`config.mk`:
```
export PLATFORM = sky130hd
export DESIGN_NAME = serial_add_ctrl
export DESIGN_NICKNAME = d
export VERILOG_FILES = /design/src/rtl/serial_add_ctrl_pkg.sv /design/src/rtl/onebitadder.sv /design/src/rtl/serial_add_ctrl.sv
export SDC_FILE = /design/constraint.sdc
export NUM_CORES = 1
export LEC_CHECK = 0
export ABC_AREA = 1
export BUFFER_PORTS_ARGS = -buffer_cell sky130_fd_sc_hd__buf_2
export CELL_PAD_IN_SITES_DETAIL_PLACEMENT = 1
export CELL_PAD_IN_SITES_GLOBAL_PLACEMENT = 1
export CORE_AREA = 2 2 70 72
export CTS_BUF_LIST = sky130_fd_sc_hd__clkbuf_4
export CTS_CLUSTER_SIZE = 20
export DETAILED_ROUTE_END_ITERATION = 10
export DIE_AREA = 0 0 72 74
export GPL_ROUTABILITY_DRIVEN = 0
export PLACE_DENSITY = 0.85
export SLEW_MARGIN = 20
export SYNTH_ARGS = -nofsm -noshare
export SYNTH_HDL_FRONTEND = slang
export SYNTH_HIERARCHICAL = 1
export SYNTH_SLANG_ARGS = --single-unit
```
`constraint.sdc`:
```
create_clock -name clk -period 1.1 [get_ports clk]
set_input_delay 0.055 -clock clk [delete_from_list [all_inputs] [get_ports clk]]
set_output_delay 0.055 -clock clk [all_outputs]
set_load 0.03 [all_outputs]
```
`src/rtl/serial_add_ctrl_pkg.sv`:
```
// Shared definitions for the bit-serial add/subtract controller:
// FSM state encodings and the default operand width.
package serial_add_ctrl_pkg;

    localparam int DEFAULT_WIDTH = 8;

    typedef enum logic [1:0] {
        ST_IDLE = 2'd0,
        ST_RUN  = 2'd1,
        ST_DONE = 2'd2
    } state_t;

endpackage

```
`src/rtl/onebitadder.sv`:
```
// One-bit full-adder cell; purely combinational, shared by the serial
// controller across all bit positions.
module onebitadder (
    input  logic d1,
    input  logic d2,
    input  logic Cin,
    output logic out,
    output logic Co
);

    assign out = d1 ^ d2 ^ Cin;
    assign Co  = (d1 & d2) | (d1 & Cin) | (d2 & Cin);

endmodule

```
`src/rtl/serial_add_ctrl.sv`:
```
// Bit-serial WIDTH-bit add/subtract controller: streams operands LSB first
// through a single full-adder cell with one registered carry.
module serial_add_ctrl
    import serial_add_ctrl_pkg::*;
#(
    parameter  int WIDTH = DEFAULT_WIDTH,
    localparam int CNT_W = $clog2(WIDTH)
) (
    input  logic             clk,
    input  logic             reset,
    input  logic             start,
    input  logic             sub,
    input  logic [WIDTH-1:0] a,
    input  logic [WIDTH-1:0] b,
    output logic             busy,
    output logic             done,
    output logic [WIDTH-1:0] sum,
    output logic             cout,
    output logic             overflow
);

    state_t             state_reg, state_next;
    logic [WIDTH-1:0]   shift_a_reg, shift_b_reg, sum_reg;
    logic [WIDTH-1:0]   b_load;
    logic [CNT_W-1:0]   count_reg;
    logic               carry_reg, cout_reg, overflow_reg;
    logic               fa_out, fa_co;
    logic               accept, last_bit;

    // Subtraction is a + ~b + 1: invert b here, the +1 enters as the initial carry.
    genvar gi;
    generate
        for (gi = 0; gi < WIDTH; gi++) begin : g_b_load
            assign b_load[gi] = b[gi] ^ sub;
        end
    endgenerate

    assign accept   = (state_reg == ST_IDLE) && start;
    assign last_bit = (count_reg == CNT_W'(WIDTH - 1));

    onebitadder u_fa (
        .d1  (shift_a_reg[0]),
        .d2  (shift_b_reg[0]),
        .Cin (carry_reg),
        .out (fa_out),
        .Co  (fa_co)
    );

    always_ff @(posedge clk) begin
        if (reset) begin
            state_reg <= ST_IDLE;
        end else begin
            state_reg <= state_next;
        end
    end

    always_comb begin
        state_next = state_reg;
        case (state_reg)
            ST_IDLE: if (start) state_next = ST_RUN;
            ST_RUN:  if (last_bit) state_next = ST_DONE;
            ST_DONE: state_next = ST_IDLE;
            default: state_next = ST_IDLE;
        endcase
    end

    always_comb begin
        busy = (state_reg == ST_RUN);
        done = (state_reg == ST_DONE);
    end

    always_ff @(posedge clk) begin
        if (reset) begin
            shift_a_reg  <= '0;
            shift_b_reg  <= '0;
            sum_reg      <= '0;
            count_reg    <= '0;
            carry_reg    <= 1'b0;
            cout_reg     <= 1'b0;
            overflow_reg <= 1'b0;
        end else if (accept) begin
            shift_a_reg <= a;
            shift_b_reg <= b_load;
            sum_reg     <= '0;
            count_reg   <= '0;
            carry_reg   <= sub;
        end else if (state_reg == ST_RUN) begin
            shift_a_reg <= shift_a_reg >> 1;
            shift_b_reg <= shift_b_reg >> 1;
            sum_reg     <= {fa_out, sum_reg[WIDTH-1:1]};
            carry_reg   <= fa_co;
            count_reg   <= count_reg + 1'b1;
            // carry_reg still holds the carry into the MSB on this edge.
            if (last_bit) begin
                cout_reg     <= fa_co;
                overflow_reg <= carry_reg ^ fa_co;
            end
        end
    end

    assign sum      = sum_reg;
    assign cout     = cout_reg;
    assign overflow = overflow_reg;

endmodule

```
Word level (Yosys, flattened, before mapping) --
Index checks and enable logic that the tools add are counted.
Operators by class: bitwise gates (word level) 17, add/sub/neg operators 1, muxes and demuxes 9, reduce and logical (&&, ||, !) cells 6, equal/unequal tests 5
Operators by type and width (count):
- $mux W8 | 4
- $xor A1 B1 Y1 | 11
- $mux W2 | 2
- $pmux W2 S2 | 1
- $add A3 B1 Y3 const B | 1
- $and A1 B1 Y1 | 3
- $eq A3 B3 Y1 const B | 1
- $reduce_and A3 Y1 | 1
- $eq A2 B1 Y1 const B | 1
- $eq A2 B2 Y1 const B | 1
- $logic_not A2 Y1 | 1
- $mux W1 | 2
- $ne A2 B1 Y1 const B | 1
- $ne A2 B2 Y1 const B | 1
- $or A1 B1 Y1 | 2
- $reduce_and A2 Y1 | 1
- $reduce_bool A2 Y1 | 1
- $reduce_or A2 Y1 | 1
- $logic_and A1 B1 Y1 | 1
- $not A1 Y1 | 1
Word-level totals: input port bits 20, flip-flop bits (word level) 32, output and inout port bits 12

Longest topological paths before layout --
Gate-level depths: netlist of the first run.
depth after elaboration 5, depth in mapped cells 8

By module --
Netlist of the first run, hierarchy kept.
By module, submodules not included:
- serial_add_ctrl | cells an instance 232, times used 1, seq. area each 640.6 sq um, area an instance 1516.5 sq um
- onebitadder | cells an instance 1, times used 1, seq. area each 0.0 sq um, area an instance 20.0 sq um

Least setup slack after synthesis of the first run --
OpenSTA, ideal clock, no wires.
path kind flip-flop to flip-flop, start register shift_a_reg[0], end register overflow_reg, in the netlist overflow, cell stages (with the launch flop) 5, buffers on the path 0, slack -87 ps, arrival time 1071 ps, required time 984 ps, library setup time 116 ps, cell sequence dfxtp_1 -> fa_1 -> xor2_1 -> nor2_1 -> nor2_1
On the way: longest elaborated chain between the ends 4, elaborated cells between the ends (all ways) 5, classes of those cells 5 x bitwise
Ends and longest elaborated chain:
- from (decl) | line serial_add_ctrl.sv:23 | logic [WIDTH-1:0] shift_a_reg, shift_b_reg, sum_reg;
- from (signal assigned) | line serial_add_ctrl.sv:88 | shift_a_reg <= shift_a_reg >> 1;
- $and A1 B1 Y1 | line onebitadder.sv:12 | assign Co = (d1 & d2) | (d1 & Cin) | (d2 & Cin);
- $or A1 B1 Y1 * (2 in series) | line onebitadder.sv:12
- via fa_co | line serial_add_ctrl.sv:27 | logic fa_out, fa_co;
- $xor A1 B1 Y1 * | line serial_add_ctrl.sv:96 | overflow_reg <= carry_reg ^ fa_co;
- to (signal assigned) | line serial_add_ctrl.sv:96
- to (decl) | line serial_add_ctrl.sv:26 | logic carry_reg, cout_reg, overflow_reg;
Mark *: on every way through the listed nets, which the timed path passes. The rest lies on a longest branch. A chain may end at the register's enable or synchronous reset.

Final worst setup path of the first run --
start register state_reg[1], end register shift_b_reg[0]
On the way: longest elaborated chain between the ends 3, elaborated cells between the ends (all ways) 5, classes of those cells 1 x eq/ne; 1 x mux; 3 x reduce/logical
Ends and longest elaborated chain:
- from (decl) | line serial_add_ctrl.sv:22 | state_t state_reg, state_next;
- from (signal assigned) | line serial_add_ctrl.sv:53 | state_reg <= state_next;
- $logic_not A2 Y1 | line serial_add_ctrl.sv:38 | assign accept = (state_reg == ST_IDLE) && start;
- $logic_and A1 B1 Y1 | line serial_add_ctrl.sv:38
- $mux W8 or $reduce_bool A2 Y1 (tied branches)
- to (signal assigned) | line serial_add_ctrl.sv:83 | shift_b_reg <= b_load;
- to (signal assigned) | line serial_add_ctrl.sv:89 | shift_b_reg <= shift_b_reg >> 1;
- to (decl) | line serial_add_ctrl.sv:23
Several ways; a longest one is shown, not always the timed one.

==> flow_summary.toml, run 1 <==
[status]
status = "complete, but fails checks"
violations = "setup timing"

[clock_tree]
clk_transition_reported_paths_ps = 100
cts_root_buf = "clkbuf_4"
clk_latency_ps = 340
cts_tree = "built"
cts_sinks = 32
htree_levels = 2
cts_made_buffers = 5
clk_path_buf_depth = 2

[routing]
wl_microns = 5249
firstDrtPassIters = 4
vias = 1670
detail-route-antenna-nets = 0
drc = 0
viasPerCell = 4.855
drt_iter0_drc = 34
wl_per_cell_microns = 15.26

[timing]
skew_ps = 4.992
fin_ws_ps = -104.5
finalCritPeriodShare = 1.095
rsz0062_at_grt = "true"
worst_pin_slew_ps = 265.2
fin_crit_ps = 1205
setup_viol = 27
fin_setup_tns_ps = -1277
report.final.hold_viol_count = 0
clock.fmax_mhz = 830.2
slew_violations = 0
relSlewSlack = 0.8230

[critical_path]
critical_path.max_fanout = 10
cp-end-kind = "register"
r2r_cells = 5
cpPeakStageDelay_ps = 380
worst_path_max_delay_cell = "dfxtp_4"
worstSetupPathType = "register to register"
r2r-start = "state_reg[1]"
crit_end = "shift_b_reg[0]"
r2r_end = "shift_b_reg[0]"
path_cells = "buf_6 -> nor2_4 -> buf_4 -> nand4_1 -> a21oi_1"
worst_ep_required_time_ps = 1370
worstSetupStartpoint = "state_reg[1]"
rrSetupSlack_ps = -100
start_kind = "register"
arrival_ps = 1470

[power]
pwr-share-comb = 0.263
switching_share = 0.3228
power_switching_mw = 0.8485
p_per_area_nw_per_um2 = 1116
p_int_mw = 1.780
cellLeakagePower_nw = 1.196
fin_total_pwr_mw = 2.628
p_clk_frac = 0.250
ir_drop_mv = 0.7726
seq_power_share = 0.488

[synth]
synth_seq_area_share = 0.4169
synth_cell_types = 18
avgSynthCellArea_sq_um = 6.594
postSynthCellCount = 233
synth_warnings = 6
synth_area_sq_um = 1536
synth_seq_cells = 32
synth_fp_nets = 256

[global_route]
grt_use_total = 0.1922
grt_pass1_wl_microns = 7776
grt_pass1_vias = 1712
grt_overflow = 0
antenna_found_initial = 0
grt_max_degree = 15

[floorplanning]
core-area_sq_um = 4598
die_h_microns = 74
row_count = 25
initial_utilization = 0.3341
dieWidth_microns = 72
die_area_sq_um = 5328
ioPinCount = 32

[place]
dp_slack_ps = -123.5
port_buffers = 31
hpwl_microns = 2897

[finish]
drive_gt1_frac = 0.4034
antenna_cells = 0
area_delta_synth_final_pct = 53.26
nets = 312
finish.utilization = 0.5121

[hold_path]
hold_class = "input pin to register"

[job]
cap_violations = 0
layer usage:
layer / GRT usage / vias to the layer above / wire [microns]
met3: 0.05691 / 6 / 198
li1: - / 830 / -
met5: 0 / - / 0
met1: 0.2074 / 799 / 2127
met4: 0.07338 / 0 / 68
met2: 0.3560 / 35 / 2854
cell usage after synthesis:
cell type / n / area, sq um
o21bai_1: 2 / 15.01
nand2_1: 78 / 292.8
a21oi_1: 15 / 75.07
buf_4: 3 / 22.52
nor2_2: 1 / 6.260
nand4_1: 2 / 12.51
nor2_1: 29 / 108.9
ha_1: 2 / 25.02
nand2_2: 2 / 12.51
inv_1: 25 / 93.84
dfxtp_1: 32 / 640.6
nand3_1: 24 / 120.1
inv_2: 2 / 7.510
fa_1: 1 / 20.02
buf_2: 6 / 30.03
clkbuf_1: 2 / 7.510
xor2_1: 3 / 26.28
o21ai_0: 4 / 20.02
through the flow:
step                hold WS (ps)  instances  area, sq um
global placement           319.0        327         1878
CTS                        12.94        341         2128
finish                     36.96        344         2355
detailed placement         317.8        327         1878
global route               30.01        344         2355
floorplan                  203.0        233         1540
critical path, delay by kind of cell, from the launching register on:
family | cells | cell delay, ps
AOI/OAI and AO/OA | 1 | 180
buffers and inverters | 2 | 320
DFF | 1 | 380
and+or+nand+nor | 2 | 270
cells in the final DEF, fill, tap and decap left out, types with 3 or more instances in the layout:
cell type / instances
nand3_2: 10
o21ai_1: 3
dfxtp_1: 26
dfxtp_2: 4
inv_1: 22
clkbuf_4: 5
nor2_4: 5
buf_4: 16
buf_12: 3
nor2_2: 4
nand2_2: 10
nand2_8: 3
buf_2: 29
a21oi_1: 13
nand3_1: 14
nand2_1: 63
xor2_1: 3
nor2_1: 21
buf_6: 6
nand2_4: 4
power by group through the flow:
stage	sequential [mW]	combinational (mW)	clock, mW
floorplan	1.28	0.290	0
global placement	1.28	0.462	0
detailed placement	1.29	0.477	0
CTS	1.27	0.562	0.673
global route	1.29	0.758	0.749
finish	1.28	0.691	0.656
logic make-up after synthesis:
family / count (synthesis) / synth area share
buf+inv: 38 / 0.1051
simple gates: 136 / 0.3599
flops: 32 / 0.4169
fa+ha+maj: 3 / 0.02931
xor+xnor: 3 / 0.01710
compound gates: 21 / 0.07166
timing repair:
item	in CTS	in global routing
setup endpoints to repair	23	34
pin swaps	9	8
cloned	1	2
buffers inserted	3	1
hold endpoints to repair	2	0
hold buffers	2	0
resized for setup	45	41
how the worst min path moves through the flow:
stage | start | to | slack [ps] | cells past startpoint
floorplan | a[7] | shift_a_reg[7] | 200 | 2
global placement | a[7] | shift_a_reg[7] | 320 | 3
detailed placement | a[7] | shift_a_reg[7] | 320 | 3
CTS | b[1] | shift_b_reg[1] | 10 | 4
global route | b[1] | shift_b_reg[1] | 30 | 4
finish | b[1] | shift_b_reg[1] | 40 | 4
cell type report:
class                      instances  area [sq um]
clock inverter                     3         13.76
tap                               54         67.56
clock buffer                       5         37.54
timing repair buffer              60         505.5
inverter                          27         113.9
multi-input combinational        163         963.4
sequential                        32         653.1
fill                             566          2243
Note: power is estimated with default switching activity, not from simulation.
==> run 2: changes to the inputs <==
--- a/config.mk
+++ b/config.mk
@@ -9,13 +9,12 @@
 export BUFFER_PORTS_ARGS = -buffer_cell sky130_fd_sc_hd__buf_2
 export CELL_PAD_IN_SITES_DETAIL_PLACEMENT = 1
 export CELL_PAD_IN_SITES_GLOBAL_PLACEMENT = 1
-export CORE_AREA = 2 2 70 72
-export CTS_BUF_LIST = sky130_fd_sc_hd__clkbuf_4
+export CORE_AREA = 2 2 72 74
 export CTS_CLUSTER_SIZE = 20
 export DETAILED_ROUTE_END_ITERATION = 10
-export DIE_AREA = 0 0 72 74
+export DIE_AREA = 0 0 74 76
 export GPL_ROUTABILITY_DRIVEN = 0
-export PLACE_DENSITY = 0.85
+export PLACE_DENSITY = 0.81
 export SLEW_MARGIN = 20
 export SYNTH_ARGS = -nofsm -noshare
 export SYNTH_HDL_FRONTEND = slang
==> flow_summary.toml, run 2 (synthesized netlist as in run 1, its figures left out) <==
[timing]
finalCritPeriodShare = 1.075
worst_pin_slew_ps = 290.7
report.final.hold_viol_count = 0
fin_crit_ps = 1182
clock.fmax_mhz = 845.8
slew_violations = 0
fin_ws_ps = -82.25
hold_ws_ps = 17.91
setup_viol = 15
relSlewSlack = 0.8060
fin_setup_tns_ps = -428.6
skew_ps = 3.979
rsz0062_at_grt = "true"

[finish]
nets = 309
multiInputGateArea_sq_um = 983.4
final_common_cell = "nand2_1"
finish.utilization = 0.4921
ff_latch_area_sq_um = 653.1
area_delta_synth_final_pct = 57.33
final_cell_mix = "72 x nand2_1, 29 x buf_2, 26 x dfxtp_1, 21 x inv_1, 21 x nand3_1"
final_area_sq_um = 2417
n_fill_cell = 612
drive_gt1_frac = 0.4196
antenna_cells = 0
layout.cells.non_filler = 356

[job]
cap_violations = 0

[critical_path]
r2r_cells = 4
arrival_ps = 1360
worstSetupStartpoint = "shift_b_reg[0]"
worst_ep_required_time_ps = 1280
r2r-start = "shift_b_reg[0]"
worstSetupPathType = "register to register"
r2r_end = "overflow"
critical_path.max_fanout = 3
cp-end-kind = "register"
start_kind = "register"
rrSetupSlack_ps = -80

[place]
hpwl_microns = 2775
dp_slack_ps = -81.27
placed_cell_area_sq_um = 1868
port_buffers = 31
dpl.cell_count = 339

[floorplanning]
dieWidth_microns = 74
ioPinCount = 32
die_area_sq_um = 5624
initial_utilization = 0.3128
row_count = 26
die_h_microns = 76
core-area_sq_um = 4912

[global_route]
grt_use_total = 0.1529
grt_overflow = 0
antenna_found_initial = 0
grt_max_degree = 19
grt_pass1_wl_microns = 6713
grt_pass1_vias = 1548

[routing]
vias = 1651
firstDrtPassIters = 4
drc = 0
wl_per_cell_microns = 14.25
detail-route-antenna-nets = 0
wl_microns = 5072
viasPerCell = 4.638
drt_iter0_drc = 43

[clock_tree]
cts_sinks = 32
clk_path_buf_depth = 2
cts_made_buffers = 5
clk_transition_reported_paths_ps = 60
htree_levels = 2
cts_root_buf = "clkbuf_8"
clk_latency_ps = 290
cts_tree = "built"
ctsHoldBuffers = 0

[power]
ir_drop_mv = 0.8149
p_per_area_nw_per_um2 = 1222
cellLeakagePower_nw = 1.171
fin_total_pwr_mw = 2.953

[status]
violations = "setup timing"
status = "complete, but fails checks"

[hold_path]
worstHoldStart = "a[7]"
hold_depth = 3
hold-path-endpoint = "shift_a_reg[7]"
hold_class = "input pin to register"
-- run 2: cell count changes in the layout (fill, tap and decap cells not counted), sizes merged --
cell and change:
dlygate4sd3 -2, clkbuf +3, buf -2, clkinv -3
-- run 2: cell type report --
cell class | instances | share of cell area
inverter | 27 | 0.04917
sequential | 32 | 0.2702
clock buffer | 7 | 0.03986
multi-input combinational | 163 | 0.4068
timing repair buffer | 57 | 0.1977
tap | 70 | 0.03623
-- run 2: timing repair --
action,CTS,global route
resized for setup,23,68
pin swaps,3,20
gates cloned,0,4
setup buffers,5,1
endpoints found under the setup margin,29,33
-- run 2: report_power, final --
part / switching, mW / internal, mW / total (mW)
Sequential: 0.0601 / 1.22 / 1.28
Combinational: 0.366 / 0.320 / 0.685
Clock: 0.429 / 0.557 / 0.986
Total: 0.855 / 2.10 / 2.95
-- run 2: how the worst max path moves through the flow --
stage,end,slack [ps],depth (start not counted)
6_report,overflow,-80,4
5_1_grt,overflow,-140,4
2_1_floorplan,overflow,10,7
3_5_place_dp,overflow,-80,7
4_1_cts,overflow,-40,4
3_3_place_gp,overflow,-30,7
-- run 2: critical path, stage by stage (launching register included) --
cell and delay (ps):
dfxtp_2 340, fa_2 440, xor2_2 160, nor2_1 100
nor2_1 40
-- run 2: metal layers --
layer / track usage / wire, microns / vias up
met4: 0.06545 / 72 / 0
li1: - / - / 819
met2: 0.2518 / 2798 / 30
met3: 0.03704 / 155 / 8
met5: 0 / 0 / -
met1: 0.1861 / 2046 / 794
